--- config.mk ---
export PLATFORM = sky130hd
export DESIGN_NAME = rvtu_mul_client
export DESIGN_NICKNAME = d
export VERILOG_FILES = /design/src/rtl/rvtu_pkg.sv /design/src/rtl/rvtu_mul_client.sv
export SDC_FILE = /design/constraint.sdc
export NUM_CORES = 1
export LEC_CHECK = 0
export ABC_AREA = 1
export ABC_CLOCK_PERIOD_IN_PS = 4800
export CAP_MARGIN = 5
export CORE_MARGIN = 2
export CORE_UTILIZATION = 42
export DETAILED_ROUTE_END_ITERATION = 6
export PLACE_DENSITY = 0.8
export SLEW_MARGIN = 20
export SYNTH_ARGS = -nofsm -noshare
export SYNTH_HDL_FRONTEND = slang
export SYNTH_SLANG_ARGS = --single-unit
--- constraint.sdc ---
create_clock -name clk -period 4.8 [get_ports clk]
set_input_delay 0.48 -clock clk [delete_from_list [all_inputs] [get_ports clk]]
set_output_delay 0.48 -clock clk [all_outputs]
set_load 0.01 [all_outputs]
--- src/rtl/rvtu_pkg.sv ---
// Shared RVTU definitions: queue packet ids, multiply function codes, packet layout
// and the client FSM state encoding.
package rvtu_pkg;

  localparam logic [3:0] PID_SRC1 = 4'd11;
  localparam logic [3:0] PID_MUL  = 4'd12;
  localparam logic [3:0] PID_RES  = 4'd0;

  typedef enum logic [1:0] {
    MUL    = 2'd0,
    MULH   = 2'd1,
    MULHSU = 2'd2,
    MULHU  = 2'd3
  } mul_fn_e;

  typedef struct packed {
    logic [3:0]  pid;
    logic [31:0] data;
  } rvtu_pkt_t;

  typedef enum logic [2:0] {
    ST_IDLE = 3'd0,
    ST_SRC1 = 3'd1,
    ST_OP   = 3'd2,
    ST_WAIT = 3'd3,
    ST_RESP = 3'd4
  } mulc_state_e;

  // The op packet id carries the function: 12 + fn, always within 12..15.
  function automatic logic [3:0] op_pid(input mul_fn_e fn);
    return PID_MUL + {2'b00, fn};
  endfunction

endpackage

--- src/rtl/rvtu_mul_client.sv ---
// Core-side front end of the RVTU multiply path: one RV32M multiply in flight,
// sent as {pid,data} packets, result returned with its tag. Option: RVTU_MULC_SRC1_REUSE_EN.
module rvtu_mul_client
  import rvtu_pkg::*;
#(
  parameter int TAG_W = 5
) (
  input  logic             clk,
  input  logic             rst_n,
  input  logic             req_vld,
  output logic             req_rdy,
  input  logic [1:0]       req_fn,
  input  logic [31:0]      req_src1,
  input  logic [31:0]      req_src2,
  input  logic [TAG_W-1:0] req_tag,
  output logic             eg_empty,
  input  logic             eg_deq,
  output logic [35:0]      eg_pkt,
  input  logic             rsp_empty,
  output logic             rsp_deq,
  input  logic [35:0]      rsp_pkt,
  output logic             resp_vld,
  input  logic             resp_rdy,
  output logic [31:0]      resp_data,
  output logic [TAG_W-1:0] resp_tag,
  output logic             err
);

  mulc_state_e      state_q, state_d;
  mul_fn_e          fn_q;
  logic [31:0]      src1_q;
  logic [31:0]      src2_q;
  logic [TAG_W-1:0] tag_q;
  logic [31:0]      resp_data_q;
  logic [TAG_W-1:0] resp_tag_q;
  logic             err_q;
  logic             run_q;
  logic             req_xfer;
  logic             eg_pop;
  logic             reuse_hit;
  rvtu_pkt_t        eg_pkt_s;
  rvtu_pkt_t        rsp_in;

  assign rsp_in   = rvtu_pkt_t'(rsp_pkt);
  assign req_xfer = req_vld & req_rdy;
  assign eg_pop   = eg_deq & ~eg_empty;

  // Responses are drained in every state once out of reset; only WAIT expects one.
  assign rsp_deq  = run_q & ~rsp_empty;

`ifdef RVTU_MULC_SRC1_REUSE_EN
  logic [31:0] src1_cache_q;
  logic        cache_vld_q;

  always_ff @(posedge clk or negedge rst_n) begin
    if (!rst_n) begin
      cache_vld_q <= 1'b0;
    end else if (state_q == ST_SRC1 && eg_pop) begin
      cache_vld_q <= 1'b1;
    end
  end

  always_ff @(posedge clk) begin
    if (state_q == ST_SRC1 && eg_pop) begin
      src1_cache_q <= src1_q;
    end
  end

  // The multiply unit keeps the last src1 it received, so a matching operand can be skipped.
  assign reuse_hit = cache_vld_q & (req_src1 == src1_cache_q);
`else
  assign reuse_hit = 1'b0;
`endif

  always_ff @(posedge clk or negedge rst_n) begin
    if (!rst_n) begin
      state_q <= ST_IDLE;
      run_q   <= 1'b0;
    end else begin
      state_q <= state_d;
      run_q   <= 1'b1;
    end
  end

  always_comb begin
    state_d = state_q;
    unique case (state_q)
      ST_IDLE: if (req_xfer) state_d = reuse_hit ? ST_OP : ST_SRC1;
      ST_SRC1: if (eg_pop) state_d = ST_OP;
      ST_OP:   if (eg_pop) state_d = ST_WAIT;
      ST_WAIT: if (rsp_deq) state_d = ST_RESP;
      ST_RESP: if (resp_rdy) state_d = ST_IDLE;
      default: state_d = ST_IDLE;
    endcase
  end

  always_comb begin
    req_rdy  = 1'b0;
    eg_empty = 1'b1;
    eg_pkt_s = '0;
    resp_vld = 1'b0;
    unique case (state_q)
      ST_IDLE: req_rdy = 1'b1;
      ST_SRC1: begin
        eg_empty      = 1'b0;
        eg_pkt_s.pid  = PID_SRC1;
        eg_pkt_s.data = src1_q;
      end
      ST_OP: begin
        eg_empty      = 1'b0;
        eg_pkt_s.pid  = op_pid(fn_q);
        eg_pkt_s.data = src2_q;
      end
      ST_RESP: resp_vld = 1'b1;
      default: ;
    endcase
  end

  assign eg_pkt = eg_pkt_s;

  // Operand capture: data only, never reset.
  always_ff @(posedge clk) begin
    if (req_xfer) begin
      fn_q   <= mul_fn_e'(req_fn);
      src1_q <= req_src1;
      src2_q <= req_src2;
      tag_q  <= req_tag;
    end
  end

  // Result capture: held steady through RESP backpressure.
  always_ff @(posedge clk or negedge rst_n) begin
    if (!rst_n) begin
      resp_data_q <= '0;
      resp_tag_q  <= '0;
    end else if (state_q == ST_WAIT && rsp_deq) begin
      resp_data_q <= rsp_in.data;
      resp_tag_q  <= tag_q;
    end
  end

  // Sticky: wrong result pid, or any response that was not asked for.
  always_ff @(posedge clk or negedge rst_n) begin
    if (!rst_n) begin
      err_q <= 1'b0;
    end else if (rsp_deq && (state_q != ST_WAIT || rsp_in.pid != PID_RES)) begin
      err_q <= 1'b1;
    end
  end

  assign resp_data = resp_data_q;
  assign resp_tag  = resp_tag_q;
  assign err       = err_q;

endmodule

==> impl_metrics.toml, run 1 <==
[run_status]
status = "finished clean"

[logic_synthesis]
postSynthCellCount = 388
yosysMostFrequentCell = "nand2_1"
synth_area_leaders = "edfxtp_1 (49%), dfrtp_1 (24%), nand2_1 (11%)"
synth_cell_types = 20
synth_top_area_share_pct = 48.8
yosys_warnings = 0
synth_fp_nets = 501
seq_area_frac_synth_pct = 72.8
avgSynthCellArea_um2 = 11.3
yosys-top-cells-count = "nand2_1 (123), edfxtp_1 (71), inv_1 (44)"
synth_ff_type = "edfxtp_1"
synth_area_mm2 = 0.00437
yosysTopAreaCell = "edfxtp_1"
ys_async_sr_fraction_pct = 37.2
ys_seq_elements = 113
synth_enable_flop_cells = 71

[drt]
vias = 3484
ant_nets = 0
drt_wl_total_um = 11100
wl_per_cell_um = 15.3
drcViolationCount = 0
first_pass_iters = 4
drtIter0Drc = 251
vias_per_cell = 4.77

[setup_path]
crit_required_ps = 4320
critPathLaunchType = "flop"
critPathTopFamily = "buffers and inverters"
cp-end-kind = "primary output"
path_cells = "nor2_1, nand2_1, clkinv_1, nand2_1, o21ai_0, clkdlybuf4s50_1"
crit_type = "flop to primary output"
slowest_delay_ps = 720
cp_slowest_cell = "clkinv_1"
cp_common_cell = "nand2_1"
crit_path_max_fanout = 35
cp.buffers_inverters = 2
worstPathArrival_ps = 2890

[clocking]
numCtsBuffers = 17
ctsResizeCount = 0
clock_latency_ps = 500
clk_pin_slew_worst_paths_ps = 60
htree_levels = 4
cts_setup_buffers = 0
ctsHoldBuffers = 0
cts_buffer_depth = 2
tritoncts = "built"
cts_num_sinks = 113
cts_root_buf = "clkbuf_8"

[timing]
fin_setup_tns_ps = 0
worst_pin_slew_ps = 984
drv_slew = 0
setup_violations = 0
final-hold-violation-count = 0
timing.final.crit_share_pct = 70.3
finClkSkew_ps = 6.09
max_freq_mhz = 296
slew_headroom_pct = 34.3
rsz0062_at_grt = "no"
period_needed_ps = 3370

[power]
power.density_mw_per_mm2 = 604
p_sw_mw = 1.28
vdd_drop_max_mv = 0.375
seqPwrFrac_pct = 35.8
internal_power_mw = 2.91
p_comb_share_pct = 35.7
sw_frac_of_total_pct = 30.6
total_leakage_power_nw = 2.93
power_frac_clock_pct = 28.5

[placement]
place.gp.congestion = 0.780
dp_hpwl_um = 7830
io_buffers = 190
dpl_cell_area_mm2 = 0.00636

[grt]
track_usage_pct = 20.6
grt_max_degree = 43
grt_first_pass_wirelength_um = 17600
overflow = 0
antenna_found_initial = 0
grt_pass1_vias = 3619

[die]
initial_utilization_pct = 42.7
dieArea_mm2 = 0.0112
rows = 37
core_mm2 = 0.0102
ios = 191
die_y_um = 106
die_x_um = 106

[layout]
antenna_cells = 0
synthToLayoutAreaGrowth_pct = 58.5
nNetsFinal = 695
finalInstanceArea_mm2 = 0.00693
drive_above_1_share_pct = 6.06

[min_path]
hold_path_class = "input pin to async pin"

[run]
max-cap-violations = 0
## state kept, by name (all words and copies together), names as in the netlist
signal / cells
tag_q: 5
resp_data: 32
fn_q: 2
src1_q: 32
run_q: 1
src2_q: 32
err: 1
resp_tag: 5
state_q: 3
## per-layer routing
layer  global-route usage [%]  wire (um)  up-vias  part of all wire [%]
li1                         -          -     1664                     -
met1                     22.9       4310     1630                    39
met2                     34.8       5480      179                    49
met3                     9.44       1220       11                    11
met4                     7.61        129        0                   1.2
met5                        0          0        -                     0
## cells in the final DEF (no fill, tap or decap), types with 3 or more instances in the layout
| cell type | count |
|---|---|
| clkinv_2 | 5 |
| o21ai_0 | 32 |
| dfrtp_1 | 42 |
| nor2_1 | 5 |
| inv_1 | 44 |
| bufinv_16 | 3 |
| clkdlybuf4s50_1 | 189 |
| buf_4 | 3 |
| nand3_1 | 42 |
| nand2_1 | 122 |
| clkbuf_16 | 16 |
| edfxtp_1 | 71 |
## path summary, 6_finish.rpt
| kind | to | slack (ps) | depth (start not counted) | from |
|---|---|---|---|---|
| setup reg to reg | src1_q[2] | 2200 | 4 | state_q[0] |
| min in group clk | resp_data[13] | 470 | 2 | resp_data[13] |
| hold / removal | resp_data[24] | 120 | 1 | rst_n |
| setup / recovery | eg_pkt[12] | 1430 | 6 | state_q[0] |
| hold reg to reg | resp_data[13] | 470 | 2 | resp_data[13] |
| max in group asynchronous | resp_tag[2] | 4090 | 1 | rst_n |
## layout make-up
cell class | instances | area, um2
Clock buffer | 19 | 422
Timing Repair Buffer | 193 | 1920
Inverter | 45 | 169
Multi-Input combinational cell | 212 | 923
Tap cell | 136 | 170
Fill cell | 745 | 3300
Clock inverter | 12 | 143
Sequential cell | 113 | 3180
## cell families after synthesis
logic type	Yosys count	share of synthesized area [%]
buffers and inverters	63	6.38
AND/OR/NAND/NOR	176	16.5
other	1	0.0858
flip-flops	113	72.8
AO/OA/AOI/OAI	35	4.15
## metrics by stage
step                hold WS [ps]  instances  power, mW  util (%)  setup slack [ps]
global placement             446        699       2.96      62.1              1690
global route                 161        730       4.44      67.7              1090
CTS                          123        730       4.23      67.7              1380
finish                       116        730       4.19      67.7              1430
detailed placement           457        699       3.02      62.2              1940
floorplan                    184        388       2.14         -               586
## power by group through the flow
| stage | sequential [mW] | combinational [mW] | clock [mW] |
|---|---|---|---|
| after CTS | 1.50 | 1.51 | 1.22 |
| final | 1.50 | 1.50 | 1.19 |
| after detailed placement | 1.52 | 1.50 | 0 |
| after global routing | 1.53 | 1.63 | 1.27 |
| after global placement | 1.49 | 1.47 | 0 |
| after floorplan | 1.58 | 0.552 | 0 |
Power figures use the tool's default switching activity.
==> run 2: changes to the inputs <==
--- a/config.mk
+++ b/config.mk
@@ -6,12 +6,12 @@
 export NUM_CORES = 1
 export LEC_CHECK = 0
 export ABC_AREA = 1
-export ABC_CLOCK_PERIOD_IN_PS = 4800
+export ABC_CLOCK_PERIOD_IN_PS = 2720
 export CAP_MARGIN = 5
 export CORE_MARGIN = 2
-export CORE_UTILIZATION = 42
+export CORE_UTILIZATION = 38
 export DETAILED_ROUTE_END_ITERATION = 6
-export PLACE_DENSITY = 0.8
+export PLACE_DENSITY = 0.76
 export SLEW_MARGIN = 20
 export SYNTH_ARGS = -nofsm -noshare
 export SYNTH_HDL_FRONTEND = slang
==> constraint.sdc (replaced) <==
create_clock -name clk -period 2.72 [get_ports clk]
set_input_delay 0.272 -clock clk [delete_from_list [all_inputs] [get_ports clk]]
set_output_delay 0.272 -clock clk [all_outputs]
set_load 0.01 [all_outputs]
==> run 2 against run 1 <==
Clock power increased by 82%. Routed wire length decreased by 3.9%. Utilization decreased by 6.0 points. Final area increased by 0.90%. Critical path depth increased by 1. Die area increased by 10%. Cell count increased by 1.4%. Largest power group is now combinational cells.
==> impl_metrics.toml, run 2 (synthesized netlist as in run 1, its figures left out) <==
[run_status]
status = "finished clean"

[power]
p_sw_mw = 2.26
internal_power_mw = 5.22
power_frac_clock_pct = 28.9
seqPwrFrac_pct = 35.3
p_comb_share_pct = 35.9
power.density_mw_per_mm2 = 1070
total_leakage_power_nw = 2.94
vdd_drop_max_mv = 0.580
sw_frac_of_total_pct = 30.2

[clocking]
clk_pin_slew_worst_paths_ps = 50
cts_num_sinks = 113
clock_latency_ps = 400
cts_buffer_depth = 2
tritoncts = "built"
cts_root_buf = "clkbuf_16"
ctsHoldBuffers = 0
numCtsBuffers = 17
cts_setup_buffers = 0
htree_levels = 4

[timing]
max_freq_mhz = 399
setup_violations = 0
period_needed_ps = 2510
hold_ws_ps = 16.5
slew_headroom_pct = 39.0
timing.final.crit_share_pct = 92.2
rsz0062_at_grt = "no"
fin_setup_tns_ps = 0
final-hold-violation-count = 0
drv_slew = 0
worst_pin_slew_ps = 916
finClkSkew_ps = 8.18

[layout]
fill_cells = 903
antenna_cells = 0
mostFrequentLayoutCells = "clkdlybuf4s50_1 (189), nand2_1 (123), edfxtp_1 (71)"
nNetsFinal = 698
fin_util_pct = 61.8
final_common_cell = "clkdlybuf4s50_1"
drive_above_1_share_pct = 6.03
synthToLayoutAreaGrowth_pct = 60.0

[setup_path]
crit_required_ps = 2450
cp_common_cell = "nand2_1"
slowest_delay_ps = 600
cp_slowest_cell = "clkdlybuf4s50_1"
critPathLaunchType = "flop"
cp-end-kind = "primary output"
crit_type = "flop to primary output"
crit_path_max_fanout = 35
worstPathArrival_ps = 2240
path_cells = "nor2_4, nand2_1, clkinv_1, buf_8, nand2_1, o21ai_0, clkdlybuf4s50_1"

[grt]
overflow = 0
grt_pass1_vias = 3601
antenna_found_initial = 0
track_usage_pct = 18.1
grt_first_pass_wirelength_um = 17600
grt_max_degree = 67

[placement]
place.gp.congestion = 0.840
dp_hpwl_um = 7440
io_buffers = 190

[die]
rows = 39
ios = 191
core_mm2 = 0.0113
initial_utilization_pct = 38.6
die_y_um = 111
die_x_um = 111
dieArea_mm2 = 0.0124

[drt]
vias = 3470
drtIter0Drc = 216
first_pass_iters = 4
drcViolationCount = 0
wl_per_cell_um = 14.5
vias_per_cell = 4.69
ant_nets = 0
drt_wl_total_um = 10700

[min_path]
hold_path_class = "input pin to async pin"

[run]
max-cap-violations = 0
==> run 2: timing repair <==
item,in CTS,in global routing
gates resized for setup,2,2
gates cloned,0,0
setup endpoints to repair,15,8
==> run 2: worst max-delay path: cells and delay by family, from the launching register on <==
family	cells	cell delay (ps)
compound gates	1	130
buf+inv	3	890
flops	1	460
simple gates	3	350
==> run 2: stage by stage <==
| stage | power (mW) | std cells | setup WS (ps) | instance area (um2) |
|---|---|---|---|---|
| detailed placement | 5.36 | 709 | 337 | 6400 |
| global route | 7.91 | 740 | 63.3 | 6990 |
| floorplan | 3.76 | 388 | 461 | 4380 |
| global placement | 5.28 | 709 | 431 | 6400 |
| finish | 7.48 | 740 | 212 | 6990 |
| CTS | 7.56 | 740 | 68.3 | 6980 |
==> run 2: layout make-up <==
class	count	area, um2	area share (%)
flip-flops and latches	113	3180	45.5
repair buffers	196	1960	28.1
multi-input cells	212	923	13.2
clock buffers	19	433	6.19
well taps	143	179	2.56
inverters	45	169	2.42
clock inverters	12	143	2.04
==> run 2: path summary, 6_finish.rpt <==
kind | end | cells after the start | slack, ps | startpoint
max reg2reg | src2_q[6] | 4 | 990 | state_q[0]
max | eg_pkt[1] | 7 | 210 | state_q[0]
min in group clk | src2_q[30] | 1 | 430 | req_src2[30]
min | resp_data[20] | 1 | 20 | rst_n
min reg2reg | err | 1 | 460 | err
max in group asynchronous | state_q[2] | 1 | 2130 | rst_n
==> run 2: power by group through the flow <==
stage | registers, mW | clock network [mW] | logic [mW]
floorplan | 2.77 | 0 | 0.981
global placement | 2.64 | 0 | 2.63
detailed placement | 2.66 | 0 | 2.69
CTS | 2.64 | 2.20 | 2.72
global route | 2.70 | 2.29 | 2.92
finish | 2.64 | 2.16 | 2.68
==> run 2: per-layer routing <==
| layer | part of all wire, % | wire (um) | global-route usage [%] |
|---|---|---|---|
| met1 | 41 | 4340 | 21.5 |
| met2 | 46 | 4940 | 28.4 |
| met3 | 12 | 1250 | 8.64 |
| met4 | 1.6 | 173 | 7.16 |
| met5 | 0 | 0 | 0 |
==> run 3: changes to the inputs <==
--- a/config.mk
+++ b/config.mk
@@ -8,9 +8,9 @@
 export ABC_AREA = 1
 export ABC_CLOCK_PERIOD_IN_PS = 2720
 export CAP_MARGIN = 5
-export CORE_MARGIN = 2
 export CORE_UTILIZATION = 38
 export DETAILED_ROUTE_END_ITERATION = 6
+export HOLD_SLACK_MARGIN = 0.03
 export PLACE_DENSITY = 0.76
 export SLEW_MARGIN = 20
 export SYNTH_ARGS = -nofsm -noshare
==> run 3 against run 2 <==
Global-route usage grew 0.63 points. Register-to-register slack worse by 200 ps. Sequential power hardly changed. Largest cell class unchanged. Final area decreased by 0.20%. Clock power shrank 6%. Via count increased by 0.20%. Clock-buffer cell count unchanged. Critical endpoint is now eg_pkt[13]. Critical path depth is the same. Highest routed layer unchanged. Cell count unchanged. Die area is 3.6% lower. Flip-flop and latch count is the same. Worst setup slack worse by 58 ps. Critical path type unchanged.
==> impl_metrics.toml, run 3 (synthesized netlist as in run 1, its figures left out) <==
[placement]
pre_cts_slack_ps = 369
io_buffers = 190
place.gp.congestion = 0.803
dp_hpwl_um = 7440
dpl_cell_area_mm2 = 0.00640

[drt]
drt_wl_total_um = 10800
vias_per_cell = 4.70
ant_nets = 0
first_pass_iters = 4
wl_per_cell_um = 14.6
drcViolationCount = 0
vias = 3477
drtIter0Drc = 205

[die]
die_x_um = 109
die_y_um = 109
initial_utilization_pct = 39.6
core_mm2 = 0.0110
rows = 38
dieArea_mm2 = 0.0119
ios = 191

[run]
max-cap-violations = 0

[power]
vdd_drop_max_mv = 0.519
sw_frac_of_total_pct = 30.6
p_sw_mw = 2.26
total_leakage_power_nw = 2.95
seqPwrFrac_pct = 35.8
internal_power_mw = 5.12
power_frac_clock_pct = 27.7
p_comb_share_pct = 36.5
power.density_mw_per_mm2 = 1060
power_mw = 7.37

[grt]
antenna_found_initial = 0
grt_max_degree = 58
grt_first_pass_wirelength_um = 16400
track_usage_pct = 18.7
overflow = 0
grt_pass1_vias = 3422

[layout]
antenna_cells = 0
finalInstanceArea_mm2 = 0.00698
nNetsFinal = 700
mostFrequentLayoutCells = "clkdlybuf4s50_1 (189), nand2_1 (123), edfxtp_1 (71)"
final_common_cell = "clkdlybuf4s50_1"
multi_input_area_um2 = 918
drive_above_1_share_pct = 6.50
fill_cells = 860
synthToLayoutAreaGrowth_pct = 59.7
seqCellArea_mm2 = 0.00318

[setup_path]
cp_common_cell = "nand2_1"
worstPathArrival_ps = 2290
critPathLaunchType = "flop"
cp.buffers_inverters = 3
critPathTopFamily = "buffers and inverters"
path_cells = "nor2_2, nand2_1, clkinv_1, buf_8, nand2_1, o21ai_0, clkdlybuf4s50_1"
slowest_delay_ps = 600
crit_path_max_fanout = 35
crit_type = "flop to primary output"
cp-end-kind = "primary output"
crit_required_ps = 2450
cp_slowest_cell = "clkdlybuf4s50_1"

[run_status]
status = "finished clean"

[timing]
finClkSkew_ps = 7.81
layout_setup_ws_ps = 154
final-hold-violation-count = 0
hold_ws_ps = 425
worst_pin_slew_ps = 946
setup_violations = 0
rsz0062_at_grt = "no"
fin_setup_tns_ps = 0
timing.final.crit_share_pct = 94.3
max_freq_mhz = 390
period_needed_ps = 2570
slew_headroom_pct = 36.9
drv_slew = 0

[clocking]
clock_latency_ps = 400
htree_levels = 4
cts_root_buf = "clkbuf_16"
numCtsBuffers = 17
cts_buffer_depth = 2
cts_num_sinks = 113
cts_setup_buffers = 0
tritoncts = "built"
clk_pin_slew_worst_paths_ps = 50

[min_path]
hold_path_class = "input pin to flop"
==> run 3: path summary, 6_finish.rpt <==
path | startpoint | endpoint | slack, ps | cells past startpoint
setup / recovery | state_q[0] | eg_pkt[13] | 150 | 7
hold / removal | req_src2[11] | src2_q[11] | 430 | 1
setup reg to reg | state_q[0] | src2_q[20] | 790 | 4
hold reg to reg | resp_tag[2] | resp_tag[2] | 470 | 2
max in group asynchronous | rst_n | resp_tag[0] | 1570 | 2
min in group asynchronous | rst_n | resp_data[13] | 560 | 2
==> run 3: power groups by stage <==
stage	Clock (mW)	Sequential [mW]	Combinational, mW
final	2.04	2.64	2.69
after global routing	2.17	2.69	2.92
after CTS	2.09	2.64	2.72
after floorplan	0	2.77	0.981
after detailed placement	0	2.66	2.69
after global placement	0	2.64	2.64
==> run 3: timing repair <==
| item | in CTS | in global routing |
|---|---|---|
| hold buffers | 1 | 0 |
| gates cloned | 0 | 0 |
| endpoints found under the setup margin | 7 | 19 |
| resized for setup | 1 | 2 |
| endpoints found under the hold margin | 42 | 0 |
==> run 3: metrics by stage <==
stage / util, % / instances
global placement: 58.1 / 707
CTS: 63.2 / 740
global route: 63.3 / 740
detailed placement: 58.1 / 707
floorplan: - / 388
finish: 63.3 / 740
==> run 3: cell type report <==
class                   instances  share of cell area (%)
clock buffers                  19                    6.20
clock inverters                13                    1.72
inverters                      45                    2.42
multi-input cells             212                    13.2
flip-flops and latches        113                    45.6
well taps                     140                    2.51
repair buffers                198                    28.4
==> run 3: per-layer routing <==
metal  routed length, um  up-vias  global-route usage, %
met5                   0        -                      0
met4                 146        0                   7.33
li1                    -     1670                      -
met3                 974       12                   7.59
met2                5420      170                   31.3
met1                4280     1625                   21.3
